File: config.mk
export PLATFORM = sky130hd
export DESIGN_NAME = skolem_sweep_ctrl_flat
export DESIGN_NICKNAME = d
export VERILOG_FILES = /design/src/rtl/skolem_sweep_ctrl_if.sv /design/src/rtl/skolem_sweep_ctrl.sv /design/src/flat_wrapper.sv
export SDC_FILE = /design/constraint.sdc
export NUM_CORES = 1
export LEC_CHECK = 0
export BUFFER_PORTS_ARGS = -buffer_cell sky130_fd_sc_hd__buf_4
export CAP_MARGIN = 20
export CORE_ASPECT_RATIO = 0.5
export CORE_UTILIZATION = 30
export DETAILED_ROUTE_END_ITERATION = 8
export MAX_ROUTING_LAYER = met4
export PLACE_DENSITY = 0.55
export SLEW_MARGIN = 20
export SYNTH_ARGS = -nofsm -noshare
export SYNTH_HDL_FRONTEND = slang
export SYNTH_SLANG_ARGS = --single-unit
File: constraint.sdc
create_clock -name clk -period 2.1 [get_ports clk]
set_input_delay 0.105 -clock clk [delete_from_list [all_inputs] [get_ports clk]]
set_output_delay 0.105 -clock clk [all_outputs]
set_load 0.02 [all_outputs]
File: src/rtl/skolem_sweep_ctrl_if.sv
// Bundle between the sweep controller and its environment (stimulus, checker, status).
// Latency: none, wires only.
// Backpressure: none; the controller paces itself and the checker must answer combinationally.
// Ports: start/abort and sk_out/spec_ok flow into the controller. vec and all status/result
// signals flow out of it.
interface skolem_sweep_ctrl_if #(
    parameter int N_IN = 8
);
    logic            start;
    logic            abort;
    logic [N_IN-1:0] vec;
    logic            sk_out;
    logic            spec_ok;
    logic            busy;
    logic            done;
    logic            pass;
    logic [N_IN:0]   fail_cnt;
    logic [N_IN-1:0] first_fail;
    logic            first_fail_sk;
    logic            fail_seen;

    modport master (
        input  start, abort, sk_out, spec_ok,
        output vec, busy, done, pass, fail_cnt, first_fail, first_fail_sk, fail_seen
    );

    modport slave (
        output start, abort, sk_out, spec_ok,
        input  vec, busy, done, pass, fail_cnt, first_fail, first_fail_sk, fail_seen
    );
endinterface

File: src/rtl/skolem_sweep_ctrl.sv
// Exhaustive sweep of every N_IN-bit vector through a combinational Skolem block, counting checker failures.
// Latency: LAT settle cycles plus 1 sample cycle per vector; done pulses 2^N_IN*(LAT+1)+1 cycles after start.
// Backpressure: none; start is honoured only when idle, and abort drops the sweep on the next edge.
// Ports: clk, rst (async, active high); bus (master modport) carries start/abort in,
// vec out, sk_out/spec_ok in, and the status/result outputs.
module skolem_sweep_ctrl #(
    parameter int N_IN = 8,
    parameter int LAT  = 1
) (
    input  logic                   clk,
    input  logic                   rst,
    skolem_sweep_ctrl_if.master    bus
);
    typedef enum logic [1:0] {IDLE, SETTLE, SAMPLE, DONE} state_t;

    localparam logic [3:0] CNT_LOAD = 4'(LAT - 1);

    state_t          state_q, state_d;
    logic [N_IN-1:0] vec_q, vec_d;
    logic [3:0]      cnt_q, cnt_d;
    logic            busy_q, busy_d;
    logic            done_q, done_d;
    logic            pass_q, pass_d;
    logic [N_IN:0]   fail_cnt_q, fail_cnt_d;
    logic [N_IN-1:0] first_fail_q, first_fail_d;
    logic            first_fail_sk_q, first_fail_sk_d;
    logic            fail_seen_q, fail_seen_d;

    always_comb begin
        state_d         = state_q;
        vec_d           = vec_q;
        cnt_d           = cnt_q;
        done_d          = 1'b0;
        pass_d          = pass_q;
        fail_cnt_d      = fail_cnt_q;
        first_fail_d    = first_fail_q;
        first_fail_sk_d = first_fail_sk_q;
        fail_seen_d     = fail_seen_q;

        case (state_q)
            IDLE: begin
                if (bus.start) begin
                    state_d         = SETTLE;
                    vec_d           = '0;
                    cnt_d           = CNT_LOAD;
                    pass_d          = 1'b0;
                    fail_cnt_d      = '0;
                    first_fail_d    = '0;
                    first_fail_sk_d = 1'b0;
                    fail_seen_d     = 1'b0;
                end
            end
            SETTLE: begin
                if (bus.abort) begin
                    state_d = IDLE;
                end else if (cnt_q == 4'd0) begin
                    state_d = SAMPLE;
                end else begin
                    cnt_d = cnt_q - 4'd1;
                end
            end
            SAMPLE: begin
                // An abort in this cycle discards the verdict so partial results
                // only reflect fully sampled vectors.
                if (bus.abort) begin
                    state_d = IDLE;
                end else begin
                    if (!bus.spec_ok) begin
                        // Width N_IN+1 holds 2^N_IN, so this never wraps.
                        fail_cnt_d = fail_cnt_q + (N_IN+1)'(1);
                        if (!fail_seen_q) begin
                            first_fail_d    = vec_q;
                            first_fail_sk_d = bus.sk_out;
                            fail_seen_d     = 1'b1;
                        end
                    end
                    if (&vec_q) begin
                        state_d = DONE;
                    end else begin
                        state_d = SETTLE;
                        vec_d   = vec_q + N_IN'(1);
                        cnt_d   = CNT_LOAD;
                    end
                end
            end
            DONE: begin
                state_d = IDLE;
                done_d  = 1'b1;
                pass_d  = (fail_cnt_q == '0);
            end
            default: state_d = IDLE;
        endcase

        // Decoded from the next state so the registered busy lines up with the state register.
        busy_d = (state_d == SETTLE) || (state_d == SAMPLE);
    end

    always_ff @(posedge clk or posedge rst) begin
        if (rst) begin
            state_q         <= IDLE;
            vec_q           <= '0;
            cnt_q           <= 4'd0;
            busy_q          <= 1'b0;
            done_q          <= 1'b0;
            pass_q          <= 1'b0;
            fail_cnt_q      <= '0;
            first_fail_q    <= '0;
            first_fail_sk_q <= 1'b0;
            fail_seen_q     <= 1'b0;
        end else begin
            state_q         <= state_d;
            vec_q           <= vec_d;
            cnt_q           <= cnt_d;
            busy_q          <= busy_d;
            done_q          <= done_d;
            pass_q          <= pass_d;
            fail_cnt_q      <= fail_cnt_d;
            first_fail_q    <= first_fail_d;
            first_fail_sk_q <= first_fail_sk_d;
            fail_seen_q     <= fail_seen_d;
        end
    end

    assign bus.vec           = vec_q;
    assign bus.busy          = busy_q;
    assign bus.done          = done_q;
    assign bus.pass          = pass_q;
    assign bus.fail_cnt      = fail_cnt_q;
    assign bus.first_fail    = first_fail_q;
    assign bus.first_fail_sk = first_fail_sk_q;
    assign bus.fail_seen     = fail_seen_q;
endmodule
File: src/flat_wrapper.sv
// flat-port wrapper written by rule: the top's interface ports become plain ports
module skolem_sweep_ctrl_flat 
#(
    parameter int N_IN = 8,
    parameter int LAT  = 1
)
  (clk, rst, bus_start, bus_abort, bus_sk_out, bus_spec_ok, bus_vec, bus_busy, bus_done, bus_pass, bus_fail_cnt, bus_first_fail, bus_first_fail_sk, bus_fail_seen);
  skolem_sweep_ctrl_if #(.N_IN(N_IN)) bus_i ();
  input  logic clk;
  input  logic rst;
  input wire logic [$bits(bus_i.start)-1:0] bus_start;
  input wire logic [$bits(bus_i.abort)-1:0] bus_abort;
  input wire logic [$bits(bus_i.sk_out)-1:0] bus_sk_out;
  input wire logic [$bits(bus_i.spec_ok)-1:0] bus_spec_ok;
  output wire logic [$bits(bus_i.vec)-1:0] bus_vec;
  output wire logic [$bits(bus_i.busy)-1:0] bus_busy;
  output wire logic [$bits(bus_i.done)-1:0] bus_done;
  output wire logic [$bits(bus_i.pass)-1:0] bus_pass;
  output wire logic [$bits(bus_i.fail_cnt)-1:0] bus_fail_cnt;
  output wire logic [$bits(bus_i.first_fail)-1:0] bus_first_fail;
  output wire logic [$bits(bus_i.first_fail_sk)-1:0] bus_first_fail_sk;
  output wire logic [$bits(bus_i.fail_seen)-1:0] bus_fail_seen;
  assign bus_i.start = bus_start;
  assign bus_i.abort = bus_abort;
  assign bus_i.sk_out = bus_sk_out;
  assign bus_i.spec_ok = bus_spec_ok;
  assign bus_vec = bus_i.vec;
  assign bus_busy = bus_i.busy;
  assign bus_done = bus_i.done;
  assign bus_pass = bus_i.pass;
  assign bus_fail_cnt = bus_i.fail_cnt;
  assign bus_first_fail = bus_i.first_fail;
  assign bus_first_fail_sk = bus_i.first_fail_sk;
  assign bus_fail_seen = bus_i.fail_seen;
  skolem_sweep_ctrl #(.N_IN(N_IN), .LAT(LAT)) u_core (.clk(clk), .rst(rst), .bus(bus_i));
endmodule
Word-level counts from Yosys, hierarchy flattened
Index checks and enable logic that the tools add are counted.
W data, S select, Z words.
- logic and storage cells: 72
- bits of input ports: 6
- output and inout bits: 30
- flip-flop bits (word level): 36
- add/sub/neg operators: 3
- reductions and logical operators: 13
- equality and inequality tests: 12
- multiplexer cells: 34
- operator list (operator ; count):
    $mux W8 ; 6
    $pmux W8 S2 ; 2
    $mux W9 ; 3
    $mux W4 ; 5
    $pmux W9 S2 ; 1
    $ne A2 B2 Y1 const B ; 7
    $pmux W4 S3 ; 1
    $mux W2 ; 5
    $add A9 B1 Y9 const B ; 1
    $logic_not A9 Y1 ; 1
    $add A8 B1 Y8 const B ; 1
    $pmux W2 S4 ; 1
    $reduce_and A4 Y1 ; 2
    $reduce_and A8 Y1 ; 1
    $mux W1 ; 7
    $eq A2 B2 Y1 const B ; 3
    $pmux W1 S2 ; 3
    $reduce_and A6 Y1 ; 1
    $reduce_and A5 Y1 ; 1
    $eq A2 B1 Y1 const B ; 2
    $logic_not A4 Y1 ; 1
    $reduce_bool A2 Y1 ; 2
    $sub A4 B1 Y4 const B ; 1
    $reduce_bool A3 Y1 ; 1
    3 further kinds ; 3

Logic depth before layout (Yosys ltp)
- depth after elaboration: 6
- depth in mapped cells: 7
- gate-level depth less buffers: 6

Worst setup path after synthesis
OpenSTA, ideal clock, no wires.
- kind: register to register
- start point: register u_core.vec_q[0], in the netlist u_core.bus.vec[0]
- end point: register u_core.vec_q[4], in the netlist u_core.bus.vec[4]
- clock period less this slack: 1852 ps
- data required time: 2022 ps
- buffers on the path: 0
- path slack: 248 ps
- setup time: 78 ps
- cell stages (with the launch flop): 6
- arrival: 1774 ps
- path through: dfrtp_1 > ha_1 > and2_1 > and4_1 > or4_1 > a21oi_1
- longest elaborated chain between the ends: 4
- elaborated cells on any way between the ends: 7
- classes of those cells: add/sub (1); eq/ne (1); mux (3); reduce/logical (2)
- ends and longest elaborated chain (what ; RTL line ; source):
    start, declared ; skolem_sweep_ctrl.sv:19 ; logic [N_IN-1:0] vec_q, vec_d;
    start signal, assigned ; skolem_sweep_ctrl.sv:112 ; vec_q <= vec_d;
    $add A8 B1 Y8 ; skolem_sweep_ctrl.sv:81 ; vec_d = vec_q + N_IN'(1);
    $mux W8 ; skolem_sweep_ctrl.sv:77 ; if (&vec_q) begin
    $mux W8 ; skolem_sweep_ctrl.sv:65 ; if (bus.abort) begin
    $pmux W8 S2 ; skolem_sweep_ctrl.sv:40 ; case (state_q)
Several ways; a longest one is shown, not always the timed one. The select of a mux whose other input is x is not followed.
A chain may end at the register's enable or synchronous reset.

Worst setup path after layout
Same ends and word-level chain as after synthesis.

==> flow_metrics.env <==
export IMPL_grt_setup_unrepaired="no"
export IMPL_cts_resized=0
export IMPL_avgSynthCellArea_sq_um=9.425
export IMPL_overflow=0
export IMPL_hold_class="in2reg"
export IMPL_dominantRegCellSynth="dfrtp_1"
export IMPL_clk_latency_ns=0.28
export IMPL_path_class="reg2reg"
export IMPL_post_route_period_util_pct=89.70
export IMPL_grt_total_usage_pct=16.25
export IMPL_synth_edf_count=0
export IMPL_area_delta_synth_final_pct=30.93
export IMPL_worst_clock_skew_ns=0.008700
export IMPL_grt_pass1_wl_um=7845
export IMPL_hpwlAfterDp_um=3284
export IMPL_cts_sinks=36
export IMPL_drc_errors=0
export IMPL_diodes=0
export IMPL_first_pass_iters=4
export IMPL_ctsHoldBuffers=1
export IMPL_viasPerCell=4.985
export IMPL_status="complete, no violations"
export IMPL_final_nets=253
export IMPL_finalMaxSlewViolations=0
export IMPL_yosysWarnings=0
export IMPL_drtAntennaViolNets=0
export IMPL_cts_max_level=2
export IMPL_cts_path_max_buffers=2
export IMPL_final_common_cell="buf_4"
export IMPL_post_cts_buffers=0
export IMPL_start_util_pct=32.41
export IMPL_fmaxAchievable_mhz=530.9
export IMPL_irDropWorstVdd_mv=0.3647
export IMPL_worstPathMaxFanout=6
export IMPL_place_congestion=0.8260
export IMPL_syn_cell_area_sq_mm=0.001857
export IMPL_required_ns=2.31
export IMPL_finalPower_uw=2400
export IMPL_drtIter0Drc=81
export IMPL_p_clk_share_pct=35.4
export IMPL_design_die_area_sq_mm=0.006527
export IMPL_cts_tree="yes"
export IMPL_internal_power_uw=1621
export IMPL_pwr_share_comb_pct=28.1
export IMPL_synth_cell_types=44
export IMPL_path_clk_slew_ns=0.06
export IMPL_antenna_found_initial=0
export IMPL_synth_seq_cells=36
export IMPL_grt_max_degree=37
export IMPL_synthesis_nets=208
export IMPL_core_area_sq_mm=0.005729
export IMPL_worstMarginPinSlew_ns=0.5537
export IMPL_seq_power_share_pct=36.5
export IMPL_switching_share_pct=32.44
export IMPL_power_density_mw_per_mm2=987.1
export IMPL_routed_wl_um=4620
export IMPL_placement_io_buffers=35
export IMPL_die_width_um=113.3
export IMPL_setup_viol=0
export IMPL_cts_buffers=5
export IMPL_grt_pass1_vias=1572
export IMPL_whs_ns=0.02750
export IMPL_leakage_uw=0.001098
export IMPL_critPathArrivalTime_ns=2.09
export IMPL_max_cap_violations=0
export IMPL_post_drt_wl_per_cell_um=14.13
export IMPL_finalSetupTns_ns=0
export IMPL_critPathCaptureType="register"
export IMPL_postSynth_asyncResetShare_pct=100.0
export IMPL_most_common_layout_cells="buf_4 (44), nand2_1 (36), dfrtp_1 (36)"
export IMPL_clock_root_buffer="clkbuf_16"
export IMPL_ys_seq_area_share_pct=48.52
export IMPL_maxSlewHeadroom_pct=62.70
export IMPL_period_minus_slack_ns=1.884
export IMPL_synth_cells=197
export IMPL_hold_viol=0
export IMPL_num_vias=1630
export IMPL_rows=19
export IMPL_io_pins=36
export IMPL_netSwitchingPower_uw=778.5
export IMPL_die_h_um=57.63
export IMPL_final_layout_size_suffix_gt1_share_pct=24.69
export IMPL_critPathLaunchType="register"
[through the flow]
| stage | worst slack [ns] | utilization [%] | cell area (sq um) | instances |
|---|---|---|---|---|
| after floorplan | 0.2484 | - | 1857 | 197 |
| after global placement | 0.2951 | 39.40 | 2257 | 318 |
| after detailed placement | 0.2220 | 39.40 | 2257 | 318 |
| after CTS | 0.2217 | 42.43 | 2431 | 327 |
| after global routing | 0.1312 | 42.43 | 2431 | 327 |
| final | 0.2162 | 42.43 | 2431 | 327 |
[synthesized netlist by cell type (all sizes together), types with 4 or more instances]
cell type  instances  share of area, %
a21oi              8               2.2
clkbuf             5               1.0
nand2             36               7.3
or3                4               1.3
nor2               6               1.2
inv                6               1.2
o31ai              4               1.6
nand3              5               1.3
o21ai             21               5.7
nand4              4               1.3
ha                 5               3.4
or4                4               1.6
dfrtp             36                49
or2                5               1.7
mux2i              5               2.7
nand2b             6               2.0
[metal layers]
metal | routed length [um] | up-vias | GRT usage, % | share of wire [%]
met5 | 0 | - | - | 0
met4 | 28 | 0 | 5.639 | 0.61
met3 | 151 | 4 | 3.766 | 3.3
met2 | 2119 | 38 | 25.42 | 46
met1 | 2320 | 792 | 21.01 | 50
li1 | - | 796 | - | -
[final timing paths]
path / from / endpoint / slack (ns) / cells after the start
min in group asynchronous: rst / u_core.bus.fail_cnt[6] / 0.50 / 4
max in group asynchronous: rst / u_core.cnt_q[2] / 1.26 / 4
hold / removal: bus_sk_out / u_core.bus.first_fail_sk / 0.03 / 3
setup reg to reg: u_core.bus.vec[0] / u_core.bus.vec[4] / 0.22 / 5
setup / recovery: u_core.bus.vec[0] / u_core.bus.vec[4] / 0.22 / 5
hold reg to reg: u_core.bus.first_fail[0] / u_core.bus.first_fail[0] / 0.53 / 2
[kinds of logic (layout without fill, tap and decap cells)]
| kind of cell | after synthesis | in the layout | share of synthesized area [%] |
|---|---|---|---|
| multiplexers | 6 | 6 | 3.302 |
| adder cells (fa/ha/maj) | 5 | 5 | 3.369 |
| AO/OA/AOI/OAI | 48 | 48 | 16.11 |
| AND/OR/NAND/NOR | 87 | 87 | 24.93 |
| XOR/XNOR | 1 | 1 | 0.4718 |
| flip-flops | 36 | 36 | 48.52 |
| buffers and inverters | 14 | 60 | 3.301 |
[sequential cells by signal (all words and copies together) (netlist names)]
| name | count |
|---|---|
| u_core.bus.vec | 8 |
| u_core.bus.fail_cnt | 9 |
| u_core.bus.busy | 1 |
| u_core.state_q | 2 |
| u_core.bus.first_fail | 8 |
| u_core.bus.first_fail_sk | 1 |
| u_core.cnt_q | 4 |
| u_core.bus.fail_seen | 1 |
| u_core.bus.done | 1 |
| u_core.bus.pass | 1 |
[critical path: stages, from the launching register on]
cell and delay [ns]:
dfrtp_1 0.44, ha_1 0.26, and2_1 0.20, and4_1 0.26
or4_1 0.51, a21oi_1 0.15
[layout make-up]
cell class	count	area [sq um]
clock buffers	6	128.9
fillers	581	3298
multi-input cells	147	894.6
flip-flops and latches	36	900.9
repair buffers	45	340.3
well taps	84	105.1
inverters	7	26.28
clock inverters	2	35.03
[power groups by stage]
stage               combinational [uW]  clock [uW]  sequential [uW]
finish                             674         850              875
global route                       752         896              887
CTS                                677         856              874
detailed placement                 672           0              885
global placement                   661           0              880
floorplan                          406           0              899
Note: power is estimated with default switching activity, not from simulation.
